[src/rtl/mux_scan_pkg.sv]
// Shared types and constants for the 4:1 mux scan controller.
package mux_scan_pkg;

    typedef enum logic [1:0] {
        ST_IDLE   = 2'd0,
        ST_SETTLE = 2'd1,
        ST_SAMPLE = 2'd2
    } state_e;

    localparam logic [1:0] CH_A = 2'd0;
    localparam logic [1:0] CH_B = 2'd1;
    localparam logic [1:0] CH_C = 2'd2;
    localparam logic [1:0] CH_D = 2'd3;

endpackage

[src/rtl/mux_scan_next_chan.sv]
// Round-robin channel search: first set mask bit strictly after cur, wrapping 3->0.
// If only cur is set the result is cur; wrap flags that the search went past channel 3.
module mux_scan_next_chan
    import mux_scan_pkg::*;
(
    input  logic [3:0] mask_i,
    input  logic [1:0] cur_i,
    output logic [1:0] next_o,
    output logic       wrap_o,
    output logic       none_o
);

    logic [1:0] idx;
    logic       found;

    // Scan offsets 1..4 from cur; offset 4 lands back on cur itself.
    always_comb begin
        next_o = cur_i;
        found  = 1'b0;
        idx    = cur_i;
        for (int unsigned k = 1; k <= 4; k++) begin
            idx = cur_i + 2'(k);
            if (!found && mask_i[idx]) begin
                next_o = idx;
                found  = 1'b1;
            end
        end
        none_o = (mask_i == '0);
        wrap_o = (next_o <= cur_i);
    end

endmodule

[src/rtl/mux_scan_ctrl.sv]
// Scan controller for a 4:1 mux: steps the select lines over the enabled channels,
// waits a settle interval after every change, then samples the mux output.
module mux_scan_ctrl
    import mux_scan_pkg::*;
#(
    parameter int unsigned DWELL_W = 8
) (
    input  logic               clk,
    input  logic               rst_n,
    input  logic               start,
    input  logic               stop,
    input  logic [3:0]         chan_mask,
    input  logic [DWELL_W-1:0] dwell,
    input  logic               mux_y,
    output logic               s0,
    output logic               s1,
    output logic               busy,
    output logic               sample_valid,
    output logic [1:0]         sample_chan,
    output logic               sample_data,
    output logic               frame_done,
    output logic [3:0]         snapshot
);

    state_e             state_q;
    logic [1:0]         chan_q;
    logic [DWELL_W-1:0] cnt_q;
    logic [DWELL_W-1:0] dwell_q;
    logic               busy_q;
    logic               valid_q;
    logic [1:0]         schan_q;
    logic               sdata_q;
    logic               fdone_q;
    logic [3:0]         snap_q;

    logic [1:0]         next_chan_d;
    logic               wrap_d;
    logic               none_d;
    logic [1:0]         search_cur;

    // From IDLE, searching "after channel 3" yields the lowest enabled channel.
    always_comb begin
        search_cur = (state_q == ST_IDLE) ? CH_D : chan_q;
    end

    mux_scan_next_chan u_next (
        .mask_i (chan_mask),
        .cur_i  (search_cur),
        .next_o (next_chan_d),
        .wrap_o (wrap_d),
        .none_o (none_d)
    );

    // Scan FSM with dwell counter and registered strobes/results.
    always_ff @(posedge clk or negedge rst_n) begin
        if (!rst_n) begin
            state_q <= ST_IDLE;
            chan_q  <= '0;
            cnt_q   <= '0;
            dwell_q <= '0;
            busy_q  <= 1'b0;
            valid_q <= 1'b0;
            schan_q <= '0;
            sdata_q <= 1'b0;
            fdone_q <= 1'b0;
            snap_q  <= '0;
        end else begin
            valid_q <= 1'b0;
            fdone_q <= 1'b0;
            case (state_q)
                ST_IDLE: begin
                    if (start && !stop && !none_d) begin
                        chan_q  <= next_chan_d;
                        cnt_q   <= dwell;
                        dwell_q <= dwell;
                        busy_q  <= 1'b1;
                        state_q <= ST_SETTLE;
                    end
                end
                ST_SETTLE: begin
                    if (stop) begin
                        busy_q  <= 1'b0;
                        state_q <= ST_IDLE;
                    end else if (cnt_q == '0) begin
                        state_q <= ST_SAMPLE;
                    end else begin
                        cnt_q <= cnt_q - 1'b1;
                    end
                end
                ST_SAMPLE: begin
                    snap_q[chan_q] <= mux_y;
                    sdata_q        <= mux_y;
                    schan_q        <= chan_q;
                    valid_q        <= 1'b1;
                    if (none_d) begin
                        fdone_q <= 1'b1;
                        busy_q  <= 1'b0;
                        state_q <= ST_IDLE;
                    end else begin
                        fdone_q <= wrap_d;
                        if (stop) begin
                            busy_q  <= 1'b0;
                            state_q <= ST_IDLE;
                        end else begin
                            chan_q  <= next_chan_d;
                            cnt_q   <= dwell_q;
                            state_q <= ST_SETTLE;
                        end
                    end
                end
                default: begin
                    busy_q  <= 1'b0;
                    state_q <= ST_IDLE;
                end
            endcase
        end
    end

    assign s0           = chan_q[1];
    assign s1           = chan_q[0];
    assign busy         = busy_q;
    assign sample_valid = valid_q;
    assign sample_chan  = schan_q;
    assign sample_data  = sdata_q;
    assign frame_done   = fdone_q;
    assign snapshot     = snap_q;

endmodule

[config.mk]
export PLATFORM = sky130hd
export DESIGN_NAME = mux_scan_ctrl
export DESIGN_NICKNAME = d
export VERILOG_FILES = /design/src/rtl/mux_scan_pkg.sv /design/src/rtl/mux_scan_next_chan.sv /design/src/rtl/mux_scan_ctrl.sv
export SDC_FILE = /design/constraint.sdc
export NUM_CORES = 1
export LEC_CHECK = 0
export ABC_AREA = 1
export BUFFER_PORTS_ARGS = -buffer_cell sky130_fd_sc_hd__buf_2
export CAP_MARGIN = 25
export CORE_ASPECT_RATIO = 1.4
export CORE_UTILIZATION = 30
export CTS_CLUSTER_DIAMETER = 40
export DETAILED_ROUTE_END_ITERATION = 8
export RECOVER_POWER = 50
export SYNTH_ARGS = -nofsm -noshare
export SYNTH_HDL_FRONTEND = slang
export SYNTH_SLANG_ARGS = --single-unit
export TNS_END_PERCENT = 30
[constraint.sdc]
create_clock -name clk -period 2.8 [get_ports clk]
set_input_delay 0.14 -clock clk [delete_from_list [all_inputs] [get_ports clk]]
set_output_delay 0.14 -clock clk [all_outputs]
set_load 0.005 [all_outputs]
==> results of run 1 <==
==> metal layers <==
metal | vias up | track usage | wire, um
li1 | 942 | - | -
met1 | 856 | 0.159 | 2120
met2 | 32 | 0.263 | 2370
met3 | 9 | 0.0304 | 154
met4 | 0 | 0.0603 | 99
met5 | - | 0 | 0
==> timing repair <==
action	in CTS	in global routing
buffers inserted	0	0
hold endpoints to repair	30	0
hold buffers	1	0
==> worst max-delay path, cell delays in order (launching register included) <==
cell     delay (ns)
dfrtp_1        0.41
inv_1          0.09
ha_1           0.52
inv_6          0.10
nand2_8        0.10
nand2_1        0.06
nand2_2        0.08
nand2_1        0.08
nand2_2        0.10
nand2_1        0.06
nand2_1        0.05
nand2_1        0.06
nand2_1        0.07
inv_1          0.04
ha_1           0.30
nand2_1        0.06
nand2_1        0.04
o21ai_0        0.14
inv_1          0.06
==> how the worst max path moves through the flow <==
stage | endpoint | depth (start not counted) | from | slack, ns
floorplan | frame_done$_DFF_PN0_ | 18 | state_q[0]$_DFFE_PN0P_ | 0.70
global placement | frame_done$_DFF_PN0_ | 18 | state_q[0]$_DFFE_PN0P_ | 0.34
detailed placement | frame_done$_DFF_PN0_ | 18 | state_q[0]$_DFFE_PN0P_ | 0.27
CTS | frame_done$_DFF_PN0_ | 18 | state_q[0]$_DFFE_PN0P_ | 0.25
global route | frame_done$_DFF_PN0_ | 18 | state_q[0]$_DFFE_PN0P_ | 0.02
finish | frame_done$_DFF_PN0_ | 18 | state_q[0]$_DFFE_PN0P_ | 0.26
==> power breakdown <==
part	leakage, uW	switching [uW]	internal [uW]	total, uW
Combinational	0.000763	1060	630	1690
Clock	0.0000472	172	197	369
Sequential	0.000370	159	644	803
==> layout make-up <==
cell class / count / share of cell area
clock buffers: 6 / 0.0356
clock inverters: 2 / 0.00540
inverters: 31 / 0.0534
multi-input cells: 202 / 0.476
flip-flops and latches: 30 / 0.324
well taps: 74 / 0.0399
repair buffers: 30 / 0.0658
==> cell usage after synthesis (all sizes together) <==
cell and instances:
or2 2, a21boi 1, o22ai 2, nand4 7, clkbuf 1, nand2 91
mux2 6, nand3 23, o21bai 1, nor3 1, ha 8, o21ai 30
inv 31, dfrtp 30, a21oi 11, nor2 17, mux2i 1, buf 5
o221ai 1
==> cell families after synthesis <==
family,Yosys count,share of synthesized area
buffers and inverters,37,0.0874
flip-flops,30,0.369
adder cells (fa/ha/maj),8,0.0493
AO/OA/AOI/OAI,46,0.126
multiplexers,7,0.0382
AND/OR/NAND/NOR,141,0.329
==> flip-flops by register name, summed over array words and instances (netlist names) <==
| name | cells |
|---|---|
| busy | 1 |
| frame_done | 1 |
| cnt_q | 8 |
| dwell_q | 8 |
| state_q | 2 |
| sample_data | 1 |
| sample_valid | 1 |
| chan_q | 2 |
| snapshot | 4 |
| sample_chan | 2 |
==> stage by stage <==
stage	worst slack (ns)	hold WS (ns)	utilization
after global routing	0.0157	0.0965	0.353
after detailed placement	0.266	0.233	0.338
after global placement	0.341	0.231	0.338
after floorplan	0.703	-0.156	-
final	0.256	0.0944	0.353
after CTS	0.247	0.0881	0.354
==> flow_metrics.env, run 1 <==
export IMPL_syn_to_final_growth_pct=14.1
export IMPL_arrival_ns=2.71
export IMPL_vdd_drop_max_uv=367
export IMPL_initial_core_util=0.309
export IMPL_syn_nets=294
export IMPL_io_pins=29
export IMPL_final_period_utilization=0.909
export IMPL_worst_setup_path_end_kind="flip-flop"
export IMPL_routed_wl_um=4740
export IMPL_final_cell_mix="nand2_1, dfrtp_1, inv_1, buf_2"
export IMPL_rr_endpoint="frame_done$_DFF_PN0_"
export IMPL_holdCritStartpoint="dwell[3]"
export IMPL_remaining_drc_errors=0
export IMPL_grt_antenna_before_repair=0
export IMPL_p_per_area_nw_per_um2=1230
export IMPL_num_vias=1839
export IMPL_grt_pass1_wl_um=8080
export IMPL_reg2reg_slack_ns=0.26
export IMPL_netlist_instances=269
export IMPL_die_h_um=99.4
export IMPL_reg2regPathDepth=18
export IMPL_grt_pass1_vias=1837
export IMPL_drv_cap=1
export IMPL_drtPass1Iterations=4
export IMPL_ant_nets=0
export IMPL_grtUsageTotal=0.144
export IMPL_multiInputGateArea_um2=1100
export IMPL_worstPathRequired_ns=2.97
export IMPL_finalSetupViolCount=0
export IMPL_status="finished, violations left"
export IMPL_min_to="dwell_q[3]$_DFFE_PN0P_"
export IMPL_yosys_register_bits=30
export IMPL_cts_resized=0
export IMPL_synth_seq_area_share=0.369
export IMPL_finalPower_uw=2860
export IMPL_critPathLaunchType="flip-flop"
export IMPL_syn_area_per_cell_um2=7.55
export IMPL_regArea_um2=751
export IMPL_critPathKind="reg -> reg"
export IMPL_synthTopCellsByArea="dfrtp_1, nand2_1, nand3_1"
export IMPL_final_cell_area_um2=2320
export IMPL_placed_area_um2=2220
export IMPL_fill_cells=728
export IMPL_clkLatencyLatePin_ns=0.29
export IMPL_instances_no_fill=375
export IMPL_violations="max-capacitance violations, max-slew violations"
export IMPL_r2r_start="state_q[0]$_DFFE_PN0P_"
export IMPL_dp_cells=366
export IMPL_rows=35
export IMPL_synth_area_um2=2030
export IMPL_cts_buffer_depth=2
export IMPL_worstMarginPinSlew_ns=1.68
export IMPL_cts_made_buffers=5
export IMPL_max_freq_ghz=0.393
export IMPL_clock_skew_final_ns=0.00621
export IMPL_n_antenna_cell=0
export IMPL_final_nets=325
export IMPL_rsz0062_at_grt="no"
export IMPL_post_drt_via_cell_ratio=4.90
export IMPL_yosysUniqueCellTypes=32
export IMPL_die_area_um2=7110
export IMPL_gr_total_overflow=0
export IMPL_wire_per_inst_um=12.7
export IMPL_slew_violations=31
export IMPL_cts_tree="yes"
export IMPL_die_w_um=71.6
export IMPL_gp_congestion=0.860
export IMPL_cts_max_level=2
export IMPL_synth_top_cell_by_area="dfrtp_1"
export IMPL_drive_above_1_share=0.226
export IMPL_clkTransAtPathRegs_ns=0.07
export IMPL_slew_headroom=-0.118
export IMPL_hp_class="in -> reg"
export IMPL_fin_setup_tns_ns=0
export IMPL_final_common_cell="nand2_1"
export IMPL_io_buffers=28
export IMPL_core_area_um2=6570
export IMPL_hold_depth=2
export IMPL_finalHoldViolCount=0
export IMPL_first_iter_violations=49
export IMPL_p_leak_uw=0.00118
export IMPL_crit_fanout=8
export IMPL_root_buffer="clkbuf_8"
export IMPL_clock_sinks=30
export IMPL_fin_crit_ns=2.54
export IMPL_hpwl_um=3550
export IMPL_synth_top_area_share=0.369
export IMPL_ys_warn_count=0
export IMPL_grt_max_degree=31
Power figures use the tool's default switching activity.
==> run 2, diff against run 1 <==
Settings changed: ABC_AREA 1 to 0.
==> flow_metrics.env, run 2 <==
export IMPL_clock_skew_final_ns=0.00526
export IMPL_power_share_sequential=0.313
export IMPL_pwr_share_clk=0.225
export IMPL_hp_class="in -> reg"
export IMPL_remaining_drc_errors=0
export IMPL_drtPass1Iterations=4
export IMPL_p_sw_uw=916
export IMPL_die_w_um=70.0
export IMPL_wire_per_inst_um=14.2
export IMPL_worst_path_max_delay_cell="o311ai_0"
export IMPL_routed_wl_um=4340
export IMPL_grt_antenna_before_repair=0
export IMPL_yosys_cell_count_top_type="dfrtp_1"
export IMPL_synth_top_cell_by_area="dfrtp_1"
export IMPL_ys_flop_type="dfrtp_1"
export IMPL_die_area_um2=6800
export IMPL_switching_share=0.372
export IMPL_intPower_uw=1550
export IMPL_fin_setup_tns_ns=0
export IMPL_arrival_ns=2.69
export IMPL_synthTopCellsByArea="dfrtp_1, mux2_2, ha_1"
export IMPL_critPathLaunchType="flip-flop"
export IMPL_io_buffers=28
export IMPL_critPathKind="reg -> reg"
export IMPL_crit_buf_inv=1
export IMPL_critPathTopFamily="compound AO/OA/AOI/OAI gates"
export IMPL_grt_most_used_layer="met2"
export IMPL_synth_edf_count=0
export IMPL_violations="max-capacitance violations, max-slew violations"
export IMPL_first_iter_violations=99
export IMPL_finalPower_uw=2460
export IMPL_clock_sinks=30
export IMPL_synth_area_um2=1940
export IMPL_worst_setup_path_end_kind="flip-flop"
export IMPL_grt_pass1_wl_um=7480
export IMPL_setup_ws_ns=0.291
export IMPL_gr_total_overflow=0
export IMPL_status="finished, violations left"
export IMPL_synth_common_cells="dfrtp_1, mux2_2, nor2_1"
export IMPL_cpMostUsedCell="nand3_1"
export IMPL_p_leak_uw=0.00101
export IMPL_rsz0062_at_grt="no"
export IMPL_syn_nets=228
export IMPL_p_per_area_nw_per_um2=1070
export IMPL_die_h_um=97.2
export IMPL_fin_crit_ns=2.51
export IMPL_clkLatencyLatePin_ns=0.29
export IMPL_cp_cell_sequence="inv_1, ha_2, nor2_1, a31oi_1, nand3_1, o311ai_0, nand3_1, ha_1, a21oi_1, o21ai_0, and2_1"
export IMPL_final_core_util=0.370
export IMPL_syn_to_final_growth_pct=18.5
export IMPL_slew_violations=31
export IMPL_yosys_register_bits=30
export IMPL_synth_top_area_share=0.387
export IMPL_hpwl_um=3160
export IMPL_combPwrFrac=0.463
export IMPL_num_vias=1623
export IMPL_async_reset_ff_frac=1.00
export IMPL_cts_buffer_depth=2
export IMPL_post_drt_via_cell_ratio=5.30
export IMPL_ys_warn_count=0
export IMPL_grt_use_met1=0.158
export IMPL_synth_seq_area_share=0.387
export IMPL_ant_nets=0
export IMPL_drv_cap=1
export IMPL_core_area_um2=6210
export IMPL_syn_area_per_cell_um2=9.57
export IMPL_initial_core_util=0.313
export IMPL_netlist_instances=203
export IMPL_finalSetupViolCount=0
export IMPL_finalHoldViolCount=0
export IMPL_crit_fanout=11
export IMPL_rows=34
export IMPL_final_period_utilization=0.896
export IMPL_vdd_drop_max_uv=461
export IMPL_worstPathRequired_ns=2.98
export IMPL_drive_above_1_share=0.248
export IMPL_slew_headroom=-0.0767
export IMPL_grtUsageMet2=0.244
export IMPL_clkTransAtPathRegs_ns=0.07
export IMPL_max_freq_ghz=0.398
export IMPL_final_common_cell="dfrtp_1"
export IMPL_yosysUniqueCellTypes=51
export IMPL_final_cell_mix="dfrtp_1, buf_2, nor2_1, mux2_2, inv_1"
export IMPL_grt_pass1_vias=1634
export IMPL_cts_tree="yes"
export IMPL_final_nets=258
export IMPL_grt_max_degree=31
export IMPL_gp_congestion=0.861
export IMPL_grtUsageTotal=0.138
export IMPL_cts_max_level=2
export IMPL_cts_made_buffers=5
export IMPL_io_pins=29
export IMPL_post_place_ws_ns=0.210
export IMPL_root_buffer="clkbuf_8"
export IMPL_worstMarginPinSlew_ns=1.62
export IMPL_slowest_delay_ns=0.42
export IMPL_n_antenna_cell=0
export IMPL_use_met3=0.0270
## run 2: cell types whose count changed after synthesis, sizes merged, moves of 6 or more
cell | before | now
inv | 31 | 13
clkbuf | 1 | 7
mux2 | 6 | 18
nand4 | 7 | 1
nor3 | 1 | 7
nand3 | 23 | 6
o21ai | 30 | 9
nand2 | 91 | 10
## run 2: layout make-up
cell class	count	area [um^2]
inverters	13	48.8
repair buffers	36	195
flip-flops and latches	30	751
well taps	72	90.1
clock buffers	6	82.6
multi-input cells	147	1070
fillers	638	3910
clock inverters	2	60.1
## run 2: routing by layer
layer  wire [um]  vias to the layer above  part of all wire
met3         138                       10             0.032
met4         105                        0             0.024
li1            -                      804                 -
met5           0                        -                 0
met1        1860                      776              0.43
met2        2240                       33              0.52
## run 2: worst paths after layout
check | startpoint | slack [ns] | depth (start not counted) | endpoint
setup / recovery | state_q[0]$_DFFE_PN0P_ | 0.29 | 11 | frame_done$_DFF_PN0_
hold reg to reg | sample_chan[1]$_DFFE_PN0P_ | 0.50 | 1 | sample_chan[1]$_DFFE_PN0P_
setup reg to reg | state_q[0]$_DFFE_PN0P_ | 0.29 | 11 | frame_done$_DFF_PN0_
hold / removal | dwell[3] | 0.1 | 2 | dwell_q[3]$_DFFE_PN0P_
min in group asynchronous | rst_n | 0.80 | 2 | dwell_q[3]$_DFFE_PN0P_
max in group asynchronous | rst_n | 1.06 | 2 | state_q[0]$_DFFE_PN0P_
## run 2: what timing repair did
| action | 4_1_cts | 5_1_grt |
|---|---|---|
| buffers inserted | 0 | 0 |
| resized for setup | 0 | 1 |
| hold endpoints to repair | 30 | 0 |
| hold buffers | 1 | 0 |
| setup endpoints to repair | 0 | 1 |
## run 2: power groups by stage
stage	Combinational, uW	Sequential (uW)	Clock, uW
floorplan	910	722	0
global placement	1130	774	0
detailed placement	1140	779	0
CTS	1150	773	562
global route	1310	807	577
finish	1140	770	553
## run 2: logic make-up (layout without fill, tap and decap cells)
family / after synthesis / in the layout / synth area share
DFF: 30 / 30 / 0.387
xor gates and xnor gates: 5 / 5 / 0.0226
and+or+nand+nor: 61 / 61 / 0.174
adders and majority gates: 8 / 8 / 0.0515
buffers and inverters: 26 / 57 / 0.0619
muxes: 20 / 20 / 0.119
AOI/OAI and AO/OA: 53 / 53 / 0.185
## run 2: through the flow
stage	hold WS, ns	instances	cell area (um^2)
2_1_floorplan	-0.156	203	1940
3_3_place_gp	0.221	297	2150
3_5_place_dp	0.223	297	2150
4_1_cts	0.0931	306	2310
5_1_grt	0.0976	306	2300
6_report	0.0985	306	2300
==> run 3, diff against run 2 <==
--- a/config.mk
+++ b/config.mk
@@ -15,2 +15,3 @@
 export RECOVER_POWER = 50
+export SETUP_SLACK_MARGIN = 0.15
 export SYNTH_ARGS = -nofsm -noshare
--- a/constraint.sdc
+++ b/constraint.sdc
@@ -3,2 +3,2 @@
 set_output_delay 0.14 -clock clk [all_outputs]
-set_load 0.005 [all_outputs]
+set_load 0.02 [all_outputs]
==> flow_metrics.env, run 3 (synthesis gave the netlist of run 2 again) <==
export IMPL_clkTransAtPathRegs_ns=0.07
export IMPL_reg2regPathDepth=11
export IMPL_n_antenna_cell=0
export IMPL_fill_cells=641
export IMPL_crit_buf_inv=2
export IMPL_finalSetupViolCount=0
export IMPL_hp_class="in -> reg"
export IMPL_fin_crit_ns=2.43
export IMPL_crit_cells=11
export IMPL_drtPass1Iterations=4
export IMPL_grt_pass1_vias=1634
export IMPL_worstPathRequired_ns=2.98
export IMPL_clock_skew_final_ns=0.00478
export IMPL_min_to="dwell_q[3]$_DFFE_PN0P_"
export IMPL_worst_setup_path_end_kind="flip-flop"
export IMPL_clock_sinks=30
export IMPL_cts_buffer_depth=2
export IMPL_worstMarginPinSlew_ns=1.61
export IMPL_first_iter_violations=142
export IMPL_core_area_um2=6210
export IMPL_r2r_start="state_q[1]$_DFFE_PN0P_"
export IMPL_gp_congestion=0.861
export IMPL_grtUsageTotal=0.138
export IMPL_final_cell_mix="dfrtp_1, buf_2, nor2_1, mux2_2, inv_1"
export IMPL_p_leak_uw=0.00101
export IMPL_p_per_area_nw_per_um2=1100
export IMPL_ant_nets=0
export IMPL_cts_max_level=2
export IMPL_final_nets=261
export IMPL_rows=34
export IMPL_io_pins=29
export IMPL_reg2reg_slack_ns=0.37
export IMPL_cts_made_buffers=5
export IMPL_critPathLaunchType="flip-flop"
export IMPL_worst_path_max_delay_cell="or4_1"
export IMPL_rr_endpoint="frame_done$_DFF_PN0_"
export IMPL_vdd_drop_max_uv=464
export IMPL_clkLatencyLatePin_ns=0.29
export IMPL_critPathTopFamily="simple AND/OR/NAND/NOR gates"
export IMPL_slowest_delay_ns=0.54
export IMPL_final_period_utilization=0.868
export IMPL_grt_pass1_wl_um=7480
export IMPL_cts_tree="yes"
export IMPL_slew_headroom=-0.0755
export IMPL_hold_depth=2
export IMPL_cp_cell_sequence="inv_1, ha_4, clkbuf_2, or4_1, o31ai_2, nor2_1, xnor2_1, ha_1, a21oi_1, o21ai_0, and2_1"
export IMPL_grt_max_degree=31
export IMPL_hpwl_um=3160
export IMPL_final_cell_area_um2=2330
export IMPL_die_area_um2=6800
export IMPL_max_freq_ghz=0.412
export IMPL_post_drt_via_cell_ratio=5.31
export IMPL_fin_setup_tns_ns=0
export IMPL_remaining_drc_errors=0
export IMPL_crit_fanout=7
export IMPL_syn_to_final_growth_pct=20.1
export IMPL_placed_area_um2=2150
export IMPL_grt_antenna_before_repair=0
export IMPL_holdCritStartpoint="dwell[3]"
export IMPL_finalHoldViolCount=0
export IMPL_critPathKind="reg -> reg"
export IMPL_routed_wl_um=4420
export IMPL_root_buffer="clkbuf_8"
export IMPL_drive_above_1_share=0.241
export IMPL_drv_cap=1
export IMPL_die_h_um=97.2
export IMPL_rsz0062_at_grt="no"
export IMPL_io_buffers=28
export IMPL_die_w_um=70.0
export IMPL_gr_total_overflow=0
export IMPL_violations="max-capacitance violations, max-slew violations"
export IMPL_wire_per_inst_um=14.3
export IMPL_final_common_cell="dfrtp_1"
export IMPL_slew_violations=31
export IMPL_status="finished, violations left"
export IMPL_arrival_ns=2.61
export IMPL_num_vias=1640
export IMPL_initial_core_util=0.313
-- run 3: cell count changes in the layout (fill, tap and decap cells not counted) --
| cell | before | now |
|---|---|---|
| buf_2 | 22 | 17 |
| clkbuf_2 | 0 | 1 |
| o311ai_1 | 0 | 1 |
| nor4b_1 | 2 | 1 |
| nor4b_2 | 0 | 1 |
| ha_4 | 0 | 1 |
| buf_4 | 7 | 8 |
| o31ai_2 | 0 | 1 |
| ha_2 | 1 | 0 |
| o31ai_1 | 4 | 3 |
| o311ai_0 | 1 | 0 |
| clkbuf_1 | 6 | 12 |
-- run 3: where the power goes --
group	switching, uW	internal [uW]
logic	669	582
clock network	173	380
registers	156	613
total	998	1580
-- run 3: repair_timing --
item                       4_1_cts  5_1_grt
buffers inserted                 0        3
resized for setup                0        5
hold buffers                     1        0
setup endpoints to repair        0        1
hold endpoints to repair        30        0
-- run 3: stage by stage --
step	cells	setup WS (ns)	util	power [uW]	hold slack [ns]
floorplan	203	0.442	-	1690	-0.156
global placement	297	0.287	0.347	1970	0.221
detailed placement	297	0.210	0.347	1980	0.223
CTS	306	0.186	0.371	2540	0.0931
global route	309	0.143	0.376	2800	0.0976
finish	309	0.370	0.376	2570	0.0986
-- run 3: final cells by class --
class                      count  area (um^2)  area share
sequential                    30          751       0.322
inverter                      13         48.8      0.0209
tap                           72         90.1      0.0386
timing repair buffer          39          205      0.0880
clock inverter                 2         60.1      0.0258
clock buffer                   6         82.6      0.0354
multi-input combinational    147         1090       0.469
-- run 3: worst max-delay path by stage --
stage / start / end / slack [ns]
6_report: state_q[1]$_DFFE_PN0P_ / frame_done$_DFF_PN0_ / 0.37
5_1_grt: state_q[1]$_DFFE_PN0P_ / frame_done$_DFF_PN0_ / 0.14
4_1_cts: state_q[0]$_DFFE_PN0P_ / frame_done$_DFF_PN0_ / 0.19
3_5_place_dp: state_q[0]$_DFFE_PN0P_ / frame_done$_DFF_PN0_ / 0.21
3_3_place_gp: state_q[0]$_DFFE_PN0P_ / frame_done$_DFF_PN0_ / 0.29
2_1_floorplan: chan_q[1]$_DFFE_PN0P_ / frame_done$_DFF_PN0_ / 0.44
-- run 3: routing by layer --
layer | up-vias | routed length [um] | global-route usage
li1 | 808 | - | -
met1 | 781 | 1820 | 0.158
met2 | 39 | 2300 | 0.244
met3 | 12 | 176 | 0.0270
met4 | 0 | 120 | 0.0631
met5 | - | 0 | 0
